$ cat src/rtl/event_encoder_4x2.sv
// Multi-hot event encoder. Events on y are latched into a pending register and
// presented one at a time as a 2-bit index {x2,x1} with a valid/ready handshake.
// Optional feature: define EVENT_ENC_RR_EN for round-robin arbitration; the
// default build uses fixed priority, lowest index first.
module event_encoder_4x2 #(
  parameter int unsigned OVF_STICKY = 0
) (
  input  logic       clk,
  input  logic       rst,
  input  logic       en,
  input  logic [3:0] y,
  input  logic       ready,
  output logic       x1,
  output logic       x2,
  output logic       valid,
  output logic       ovf
);

  logic [3:0] pending_q, pending_d;
  logic [1:0] x_q, x_d;
  logic       valid_q, valid_d;
  logic       ovf_q, ovf_d;

  logic       load;
  logic       grant;
  logic [1:0] sel;
  logic [3:0] clr;
  logic [3:0] req;
  logic       lost;

`ifdef EVENT_ENC_RR_EN
  logic [1:0] ptr_q, ptr_d;
  logic       found;
  logic [1:0] idx;

  // Round-robin search starting one past the last granted index.
  always_comb begin
    sel   = 2'b00;
    found = 1'b0;
    idx   = 2'b00;
    for (int k = 0; k < 4; k++) begin
      idx = ptr_q + 2'(k + 1);
      if (!found && pending_q[idx]) begin
        sel   = idx;
        found = 1'b1;
      end
    end
  end

  // Pointer remembers the last grant so the next search moves past it.
  always_comb begin
    ptr_d = ptr_q;
    if (grant) ptr_d = sel;
  end

  // Pointer register; resets to 3 so the first search begins at index 0.
  always_ff @(posedge clk) begin
    if (rst) ptr_q <= 2'b11;
    else     ptr_q <= ptr_d;
  end
`else
  // Fixed priority: descending scan so the lowest set index wins.
  always_comb begin
    sel = 2'b00;
    for (int k = 3; k >= 0; k--) begin
      if (pending_q[k]) sel = 2'(k);
    end
  end
`endif

  // Output stage loads when empty or when the current code is being taken.
  always_comb begin
    load  = !valid_q || ready;
    grant = load && (pending_q != 4'b0000);
    clr   = grant ? (4'b0001 << sel) : 4'b0000;
    req   = en ? y : 4'b0000;
    // A request is lost only if its bit stays pending through this edge.
    lost  = |(req & pending_q & ~clr);
  end

  // Next-state for pending, output register and overflow flag.
  always_comb begin
    pending_d = (pending_q & ~clr) | req;
    valid_d   = valid_q;
    x_d       = x_q;
    if (load) begin
      valid_d = grant;
      if (grant) x_d = sel;
    end
    if (OVF_STICKY != 0) ovf_d = ovf_q | lost;
    else                 ovf_d = lost;
  end

  // State registers with synchronous active-high reset.
  always_ff @(posedge clk) begin
    if (rst) begin
      pending_q <= 4'b0000;
      x_q       <= 2'b00;
      valid_q   <= 1'b0;
      ovf_q     <= 1'b0;
    end else begin
      pending_q <= pending_d;
      x_q       <= x_d;
      valid_q   <= valid_d;
      ovf_q     <= ovf_d;
    end
  end

  assign x1    = x_q[0];
  assign x2    = x_q[1];
  assign valid = valid_q;
  assign ovf   = ovf_q;

endmodule

$ cat config.mk
export PLATFORM = sky130hd
export DESIGN_NAME = event_encoder_4x2
export DESIGN_NICKNAME = d
export VERILOG_FILES = /design/src/rtl/event_encoder_4x2.sv
export SDC_FILE = /design/constraint.sdc
export NUM_CORES = 1
export LEC_CHECK = 0
export ABC_AREA = 0
export BUFFER_PORTS_ARGS = -buffer_cell sky130_fd_sc_hd__buf_2
export CAP_MARGIN = 20
export CORE_AREA = 2 2 39 41
export DETAILED_ROUTE_END_ITERATION = 8
export DIE_AREA = 0 0 41 43
export HOLD_SLACK_MARGIN = 0.06
export PLACE_DENSITY = 0.58
export SYNTH_ARGS = -nofsm -noshare
export SYNTH_HDL_FRONTEND = slang
export SYNTH_SLANG_ARGS = --single-unit
$ cat constraint.sdc
create_clock -name clk -period 3 [get_ports clk]
set_clock_uncertainty 0.15 [all_clocks]
set_input_delay 0 -clock clk [delete_from_list [all_inputs] [get_ports clk]]
set_output_delay 0 -clock clk [all_outputs]
set_load 0.02 [all_outputs]
== Yosys cells after proc, flatten, opt, wreduce, memory -nomap -nowiden ==
Index checks and enable logic that the tools add are counted.
Cells by class
  shift operators: 1
  multiplexer cells: 6
  bitwise logic cells: 5
  reduce and logical (&&, ||, !) cells: 6
Operators by type and width (count)
  $and 4x4->4: 3
  $mux 2: 4
  $mux 4: 2
  $not 4->4: 1
  $or 4x4->4: 1
  $reduce_bool 4->1: 1
  $reduce_or 4->1: 1
  $shl 1x2->4 const A: 1
  $reduce_and 2->1: 1
  $logic_and 1x1->1: 1
  $logic_not 1->1: 1
  $logic_or 1x1->1: 1
Word-level totals
  register bits after elaboration: 8
  bits of input ports: 8
  output and inout bits: 4
  word-level logic and storage cells: 22

== Depth between registers and ports, before layout ==
Gate-level depths: netlist of the first run.
  depth after elaboration: 9
  depth in mapped cells: 4
  depth with buffers taken out: 3

== Worst setup path before layout of the first run ==
Ideal clock, no wire load.
  path type: reg-to-reg
  start: reg valid_q, in the netlist valid
  end: reg ovf_q, in the netlist ovf
  setup time: 0.136 ns
  arrival: 1.023 ns
  data required time: 2.714 ns
  slack: 1.691 ns
  cell stages (with the launch flop): 5
  path buffers: 1
  period minus slack after synthesis: 1.309 ns
  path through: dfxtp_1 nor2b_1 buf_2 o311ai_4 a41oi_2
Between the ends
  cells in the longest elaborated chain, start to end: 7
Ends and longest elaborated chain
  start: declaration: line 21  | logic valid_q, valid_d;
  start signal: assignment: line 104  | valid_q <= valid_d;
  $logic_not 1->1: line 73  | load = !valid_q || ready;
  $logic_or 1x1->1: line 73
  $logic_and 1x1->1: line 74  | grant = load && (pending_q != 4'b0000);
  $mux 4: line 75  | clr = grant ? (4'b0001 << sel) : 4'b0000;
  $not 4->4: line 78  | lost = |(req & pending_q & ~clr);
  $and 4x4->4: line 78
  $reduce_or 4->1: line 78
  end signal: assignment: line 105  | ovf_q <= ovf_d;
  end: declaration: line 22  | logic ovf_q, ovf_d;
No other way between the ends.
A chain may end at the register's enable or synchronous reset.

== Final worst setup path of the first run ==
  start: in ready
  end: reg ovf_q, in the netlist ovf
Between the ends
  cells in the longest elaborated chain, start to end: 6
Ends and longest elaborated chain
  start: declaration: line 12  | input logic ready,
  $logic_or 1x1->1: line 73
  $logic_and 1x1->1: line 74
  $mux 4: line 75
  $not 4->4: line 78
  $and 4x4->4: line 78
  $reduce_or 4->1: line 78
No other way between the ends.

==> metrics, run 1 <==
worst-margin pin slew between 0.6 and 0.7 ns; CTS Buffer Depth 2; Worst EP required 3.05 ns; post-route ant nets 0; hold_ws around 0.31 ns; Fmax slightly below 500 MHz; Rows 14; r2r endpoint ovf; DRT Pass-1 Iters 4; # IOs 12; setup bufs post-CTS 0; first-pass GRT wire length roughly 1400 um; worst hold path startpoint x_q[0]; synth warn 0; Final period util 0.681; utilization after layout 0.426; Port Buffer Count 11; CTS root buf clkbuf_4; Unique masters post-synth 22; share of layout cells above drive strength 1 0.277; routed len/inst roughly 11 um; Clock Sinks 8; die area around 1800 sq um; antenna violations before repair 0; sequential power share 0.477; final hold viol count 0; Die Wd approximately 40 um; HP Class reg -> reg; reg-to-reg setup timing slack about 1 ns; Primary FF master, synth dfxtp_1; Vias/cell around 5; via count roughly 400; Die Ht about 43 um; CTS Buf Count 3; min cycle time layout 2.04 ns; CTS resizes 0; Core ar. around 1400 sq um; vias in the first global route 340; EDFF count, synth 0; internal power between 150 and 200 uW; Initial Utilization 0.276; Post-Syn Area 382 sq um; Sw Ratio 0.265; Logic pwr share 0.196; RSZ-0062 raised after global routing false; syn_area_per_cell 9.31 sq um; status finished clean; top cells by area, synth dfxtp_1 42%, o311ai_4 6.9%, o21ai_0 5.2%, a221oi_1 4.6%, a41oi_2 4.3%; Hold EP x_q[0]; Final nets 75; setup TNS 0 ns; ys async rst share 0; leak pwr 0.241 nW; Skew-Pair Late Insertion Delay 0.25 ns; drt initial violations 17; post-route design area 589 sq um; CP Capture Type flop; dpl cells between 60 and 70; hold path depth 2; post-synth top area share 0.420; cell with the most instances after synthesis dfxtp_1; n_diodes 0; critical path class in -> reg; clock transition at the registers of the reported paths 0.05 ns; Syn-to-layout area delta 54.4%; NetSw about 67 uW; cell taking the most area after synthesis dfxtp_1; commonest cells in the netlist 8 x dfxtp_1, 4 x o21ai_0, 3 x a21oi_1, 3 x inv_1, 3 x nand2_1; max_cap viols 0; H-tree levels 1; largest net degree at the start of global routing 10; Final Max Tran Viols 0; Post-Layout Cell Count 81; total grt overflow 0; number of setup violations in the final report 0; Max-slew headroom 0.572; Critical Path Start Type input port; CP Max Fanout 9; Placed Area 447 sq um; gpl congestion around 0.68; sequential fraction of the synthesis area 0.420; final wirelength 887 um; CP arrival 2.09 ns; clock share of power 0.327; Cell Pwr Density between 400 and 500 nW/um^2; syn nets 49; Hold Buf Count CTS 12; CTS tree done; RR Startpoint valid; FF+latch count, synth 8; worst IR drop on VDD about 0.00020 V; gr usage total 0.120; Synth Instances between 40 and 50; DRC Markers 0; Worst R2R Path Depth 4
-- stage by stage --
step                worst slack [ns]  power [mW]
floorplan                       1.69       0.147
global placement                1.56       0.159
detailed placement              1.53       0.160
CTS                            0.966       0.255
global route                   0.844       0.265
finish                         0.956       0.252
-- sequential cells by signal, indices dropped and copies added, names as in the netlist --
| name | count |
|---|---|
| x_q | 2 |
| valid | 1 |
| pending_q | 4 |
| ovf | 1 |
-- worst max-delay path: stages --
cell and delay (ns):
dlygate4sd3_1 0.53, buf_2 0.12, nor2b_1 0.50, a31oi_1 0.19, a41oi_2 0.20, dlygate4sd3_1 0.55
-- logic make-up after synthesis --
kind of cell           share of synthesized area
AOI/OAI and AO/OA                          0.367
and+or+nand+nor                            0.157
DFF                                        0.420
buffers and inverters                     0.0557
-- routing by layer --
metal / vias to the layer above / part of all wire / GRT usage
met4: 0 / 0.016 / 0.0600
met3: 2 / 0.067 / 0.0628
met5: - / 0 / 0
met2: 13 / 0.48 / 0.178
li1: 202 / - / -
met1: 178 / 0.44 / 0.135
-- power by group through the flow --
| stage | sequential [mW] | combinational [mW] | clock [mW] |
|---|---|---|---|
| floorplan | 0.126 | 0.0203 | 0 |
| global placement | 0.122 | 0.0374 | 0 |
| detailed placement | 0.122 | 0.0374 | 0 |
| CTS | 0.120 | 0.0489 | 0.0865 |
| global route | 0.121 | 0.0537 | 0.0901 |
| finish | 0.120 | 0.0494 | 0.0824 |
-- worst max path at each step --
stage	start	end	slack, ns	cells after the start
6_report	ready	ovf	0.96	6
5_1_grt	ready	ovf	0.84	6
4_1_cts	ready	ovf	0.97	6
3_5_place_dp	valid	ovf	1.53	3
3_3_place_gp	valid	ovf	1.56	3
2_1_floorplan	valid	ovf	1.69	4
-- layout by cell type (no fill, tap or decap), types with 2 or more instances in the layout --
master	Yosys	final
o21ai_0	4	4
dlygate4sd3_1	0	12
nand2_1	3	3
inv_1	3	3
o211ai_1	2	2
nor2_1	2	2
dfxtp_1	8	8
clkbuf_4	0	3
a221oi_1	2	2
a21oi_1	3	3
buf_2	1	11
-- area by class of cell --
class / count / area, sq um
Fill cell: 142 / 795
Multi-Input combinational cell: 28 / 200
Timing Repair Buffer: 23 / 175
Sequential cell: 8 / 160
Clock buffer: 3 / 22.5
Tap cell: 16 / 20.0
Inverter: 3 / 11.3
No activity file was read; power rests on OpenSTA's default activity.
==> run 2: changes to the inputs <==
==> constraint.sdc (replaced) <==
create_clock -name clk -period 1.95 [get_ports clk]
set_clock_uncertainty 0.15 [all_clocks]
set_input_delay 0 -clock clk [delete_from_list [all_inputs] [get_ports clk]]
set_output_delay 0 -clock clk [all_outputs]
set_load 0.02 [all_outputs]
==> run 2 against run 1 <==
Compared with the run above: largest power group unchanged; count of clock-buffer cells in the layout did not move; largest cell class unchanged; final area fell by 0.42%; clock power rose by 53%; routed wire length rose by 3.3%; critical path depth fell by 2; sequential share of layout area rose by 0.12 points; utilization fell by 0.18 points; final cell count did not move; worst setup slack got worse by 0.82 ns; register-to-register slack got worse by 0.85 ns; critical endpoint unchanged; sequential cell count did not move.
==> metrics, run 2 (synthesis gave the netlist of run 1 again) <==
final wirelength 916 um (+3.3%); RR Startpoint pending_q[1]; routed len/inst 11.3 um (+3.3%); RSZ-0062 raised after global routing false; number of setup violations in the final report 0 (unchanged); vias in the first global route 395 (+16%); worst IR drop on VDD 0.000218 V (+11%); Biggest register pending_q; setup bufs post-CTS 0 (unchanged); flip-flop count of the largest register after layout 4 (unchanged); drt initial violations 5 (-12); CTS root buf clkbuf_4; clock transition at the registers of the reported paths 0.06 ns (about the same); Final Power 388 uW (+54%); Max-slew headroom 0.785 (+0.213); Die Wd 41 um (unchanged); min cycle time layout between 1.5 and 2 ns; Port Buffer Count 11 (unchanged); post-route ant nets 0 (unchanged); total grt overflow 0 (unchanged); critical path class reg -> reg; CP Launch Point pending_q[1]; hold path depth 2 (unchanged); antenna violations before repair 0 (unchanged); CP Capture Type flop; NetSw 103 uW (+55%); DRT Pass-1 Iters 4 (unchanged); gpl congestion 0.676 (about the same); DRC Markers 0 (unchanged); Rows 14 (unchanged); CTS tree done; Logic pwr share 0.197 (about the same); Vias/cell 4.93 (+1.0%); first-pass GRT wire length 1680 um (+22%); CTS Buf Count 3 (unchanged); Skew-Pair Late Insertion Delay 0.25 ns (about the same); # IOs 12 (unchanged); Initial Utilization 0.276 (unchanged); most frequent cells in the layout 11 x dlygate4sd3_1, 11 x buf_2, 8 x dfxtp_1; Cell Pwr Density 661 nW/um^2 (+55%); internal power 285 uW (+54%); setup TNS 0 ns (unchanged); max_cap viols 0 (unchanged); via count 399 (+1.0%); final hold viol count 0 (unchanged); clock share of power 0.325 (-0.002); Worst R2R Path Depth 4 (unchanged); Post-DP HPWL between 600 and 700 um; leak pwr 0.243 nW (+1.1%); H-tree levels 1 (unchanged); Core ar. 1380 sq um (unchanged); status finished clean; Placed Area 454 sq um (+1.7%); share of layout cells above drive strength 1 0.292 (+0.0154); HP Class reg -> reg; worst hold path startpoint x_q[0]; Critical Path Start Type flop; die area 1760 sq um (unchanged); post-route design area 587 sq um (-0.42%); CP Max Fanout 6 (-3); Syn-to-layout area delta 53.8%; sequential power share 0.478 (about the same); CTS Buffer Depth 2 (unchanged); Clock Sinks 8 (unchanged); CTS resizes 0 (unchanged); Final period util 0.932; CP arrival 1.80 ns (-0.29 ns); Final nets 75 (unchanged); utilization after layout 0.424 (-0.00181); gr usage total 0.142 (+0.0214); Die Ht 43 um (unchanged); Fmax about 550 MHz; Largest regs pending_q: 4 flops, x_q: 2 flops; Sw Ratio 0.266 (+0.000742); hold_ws 0.317 ns (+0.00741 ns); n_diodes 0 (unchanged); worst-margin pin slew 0.323 ns (-0.318 ns); Final Max Tran Viols 0 (unchanged); largest net degree at the start of global routing 10 (unchanged); Worst EP required 1.94 ns (-1.11 ns)
[run 2: changes by cell type in the layout (fill, tap and decap cells not counted), sizes merged]
cell         change
buf              +1
dlygate4sd3      -1
[run 2: power groups by stage]
stage                     clock network, mW  registers [mW]  logic, mW
after global routing                  0.138           0.187     0.0850
final                                 0.126           0.185     0.0766
after global placement                    0           0.187     0.0608
after floorplan                           0           0.194     0.0312
after detailed placement                  0           0.188     0.0598
after CTS                             0.131           0.185     0.0777
[run 2: cell type report]
class,count,area [sq um]
clock buffers,3,22.5
repair buffers,23,173
inverters,3,11.3
flip-flops and latches,8,160
well taps,16,20.0
multi-input cells,28,200
fillers,139,797
[run 2: per-layer routing]
layer / part of all wire / global-route usage / vias to the layer above
li1: - / - / 201
met1: 0.44 / 0.175 / 181
met2: 0.48 / 0.213 / 15
met3: 0.059 / 0.0209 / 2
met4: 0.015 / 0.100 / 0
met5: 0 / 0 / -
[run 2: path summary, 6_finish.rpt]
| check | to | slack (ns) |
|---|---|---|
| setup / recovery | ovf | 0.13 |
| hold / removal | x_q[0] | 0.32 |
| setup reg to reg | ovf | 0.13 |
| hold reg to reg | x_q[0] | 0.32 |
[run 2: through the flow]
| step | worst slack [ns] | std cells |
|---|---|---|
| floorplan | 0.641 | 41 |
| global placement | 0.719 | 67 |
| detailed placement | 0.687 | 67 |
| CTS | 0.0936 | 82 |
| global route | 0.0693 | 81 |
| finish | 0.133 | 81 |
[run 2: timing repair]
action / 4_1_cts / 5_1_grt
endpoints found under the setup margin: 0 / 1
endpoints found under the hold margin: 8 / 0
hold buffers: 12 / 0
[run 2: critical path, cell delays in order (launching register included)]
cell	delay, ns
dfxtp_1	0.35
or2_4	0.30
o311ai_4	0.22
a41oi_2	0.12
dlygate4sd3_1	0.56
==> run 3: changes to the inputs <==
--- a/config.mk
+++ b/config.mk
@@ -8,11 +8,11 @@
 export ABC_AREA = 0
 export BUFFER_PORTS_ARGS = -buffer_cell sky130_fd_sc_hd__buf_2
 export CAP_MARGIN = 20
-export CORE_AREA = 2 2 39 41
+export CORE_UTILIZATION = 28
 export DETAILED_ROUTE_END_ITERATION = 8
-export DIE_AREA = 0 0 41 43
+export GPL_TIMING_DRIVEN = 0
 export HOLD_SLACK_MARGIN = 0.06
-export PLACE_DENSITY = 0.58
+export PLACE_DENSITY = 0.57
 export SYNTH_ARGS = -nofsm -noshare
 export SYNTH_HDL_FRONTEND = slang
 export SYNTH_SLANG_ARGS = --single-unit
==> run 3 against run 2 <==
Compared with the run above: routed wire length grew 0.33%; total power grew 1.7%; sequential share of layout area shrank 1.2 points; hold slack gained 0.0057 ns; utilization grew 9.4 points; global-route usage grew 2.0 points; sequential cell count is the same; fmax shrank 5.7%; critical path depth grew 2; sequential power is essentially flat; first-iteration DRC count grew 140%; largest cell class is now non-clock buffers; largest power group unchanged.
==> metrics, run 3 (synthesis gave the netlist of run 1 again) <==
post-route ant nets 0 (unchanged); CTS root buf clkbuf_4; crit-path max cell delay 0.56 ns (about the same); gpl congestion 0.756 (+12%); crit path cell chain dlygate4sd3_1 > buf_4 > nand2_1 > dlygate4sd3_1 > a21oi_1 > dlygate4sd3_1; drt initial violations 12 (+7); worst IR drop on VDD 0.000338 V (+55%); Largest regs pending_q: 4 flops, x_q: 2 flops; Skew-Pair Late Insertion Delay 0.26 ns (about the same); Cell Pwr Density 642 nW/um^2 (-2.9%); CTS tree done; Rows 12 (-2); Syn-to-layout area delta 61.0%; HP Class reg -> reg; pre-CTS setup slack 0.674 ns (-0.0131 ns); sequential power share 0.469 (-0.009); worst-margin pin slew 0.301 ns (-0.0214 ns); via count 398 (-0.25%); antenna violations before repair 0 (unchanged); most used cell, CP dlygate4sd3_1; # IOs 12 (unchanged); CP Max Fanout 5 (-1); first-pass GRT wire length 1490 um (-11%); final hold viol count 0 (unchanged); share of layout cells above drive strength 1 0.279 (-0.0129); DRT Pass-1 Iters 4 (unchanged); NetSw 105 uW (+1.6%); internal power 290 uW (+1.7%); fillers 117 (-16%); clock transition at the registers of the reported paths 0.05 ns (about the same); final worst setup slack 0.0224 ns (-0.110 ns); number of setup violations in the final report 0 (unchanged); CTS Buf Count 3 (unchanged); Die Wd 38.9 um (-5.1%); CTS Buffer Depth 2 (unchanged); Max-slew headroom 0.799 (+0.0143); total grt overflow 0 (unchanged); status finished clean; largest net degree at the start of global routing 10 (unchanged); vias in the first global route 349 (-12%); Final period util 0.989 (+0.0566); n_diodes 0 (unchanged); utilization after layout 0.518 (+0.0939); RSZ-0062 raised after global routing false; Worst EP required 1.94 ns (about the same); Final nets 78 (+4.0%); routed len/inst 11.2 um (-0.90%); CP arrival 1.92 ns (+0.12 ns); setup bufs post-CTS 0 (unchanged); CP Capture Type flop; gr usage total 0.162 (+0.0198); setup TNS 0 ns (unchanged); flip-flop count of the largest register after layout 4 (unchanged); Final Max Tran Viols 0 (unchanged); Sw Ratio 0.266 (about the same); min cycle time layout 1.93 ns (+0.110 ns); max_cap viols 0 (unchanged); DRC Markers 0 (unchanged); Biggest register pending_q; Fmax 519 MHz (-5.7%); Critical Path Start Type input port; leak pwr 0.253 nW (+4.1%); most common cell after layout, fill and taps aside dlygate4sd3_1; Vias/cell 4.85 (-1.5%); most frequent cells in the layout 14 x dlygate4sd3_1, 10 x buf_2, 8 x dfxtp_1; Initial Utilization 0.322 (+0.0460); clock share of power 0.324 (about the same); die area 1510 sq um (-14%); Port Buffer Count 10 (-1); Die Ht 38.9 um (-9.5%); H-tree levels 1 (unchanged); Post-DP HPWL 564 um (-8.6%); Clock Sinks 8 (unchanged); critical path class in -> reg; Core ar. 1190 sq um (-14%); Worst path slowest cell dlygate4sd3_1; Logic pwr share 0.207 (+0.010); final wirelength 919 um (+0.33%)
[run 3: cell count changes in the layout (fill, tap and decap cells not counted)]
cell           previous run  this run
clkbuf_2                  0         1
buf_2                    11        10
dlygate4sd3_1            11        14
[run 3: worst paths after layout]
check,cells after the start,to,slack (ns),from
min,2,x_q[1],0.32,x_q[1]
max reg2reg,4,pending_q[3],0.20,pending_q[0]
max,6,pending_q[3],0.02,en
min reg2reg,2,x_q[1],0.32,x_q[1]
[run 3: worst max-delay path: cells and delay by family]
family / cells / cell delay [ns]
compound gates: 1 / 0.06
buf+inv: 4 / 1.81
simple gates: 1 / 0.06
[run 3: cell type report]
type / count / area (sq um) / area share
Timing Repair Buffer: 24 / 193 / 0.314
Inverter: 3 / 11.3 / 0.0183
Buffer: 2 / 10.0 / 0.0163
Sequential cell: 8 / 160 / 0.261
Multi-Input combinational cell: 28 / 200 / 0.326
Tap cell: 14 / 17.5 / 0.0285
Clock buffer: 3 / 22.5 / 0.0367
[run 3: layer usage]
layer  vias to the layer above  wire length (um)  part of all wire  GRT usage
li1                        207                 -                 -          -
met4                         0                 0                 0      0.103
met3                         0                58             0.063      0.104
met1                       178               418              0.45      0.171
met5                         -                 0                 0          0
met2                        13               442              0.48      0.233
[run 3: metrics by stage]
step,instances,power (mW),hold WS (ns),instance area (sq um)
2_1_floorplan,41,0.226,-0.00955,382
3_3_place_gp,65,0.246,0.121,449
3_5_place_dp,65,0.247,0.132,449
4_1_cts,82,0.398,0.326,612
5_1_grt,82,0.425,0.368,614
6_report,82,0.394,0.323,614
[run 3: power groups by stage]
stage               registers, mW  logic, mW  clock network [mW]
global placement            0.188     0.0585                   0
floorplan                   0.194     0.0312                   0
global route                0.187     0.0891               0.149
finish                      0.185     0.0817               0.128
detailed placement          0.188     0.0591                   0
CTS                         0.184     0.0808               0.132
[run 3: repair_timing]
action,in CTS,in global routing
gates resized for setup,0,1
hold buffers,14,0
endpoints found under the hold margin,8,0
endpoints found under the setup margin,0,2
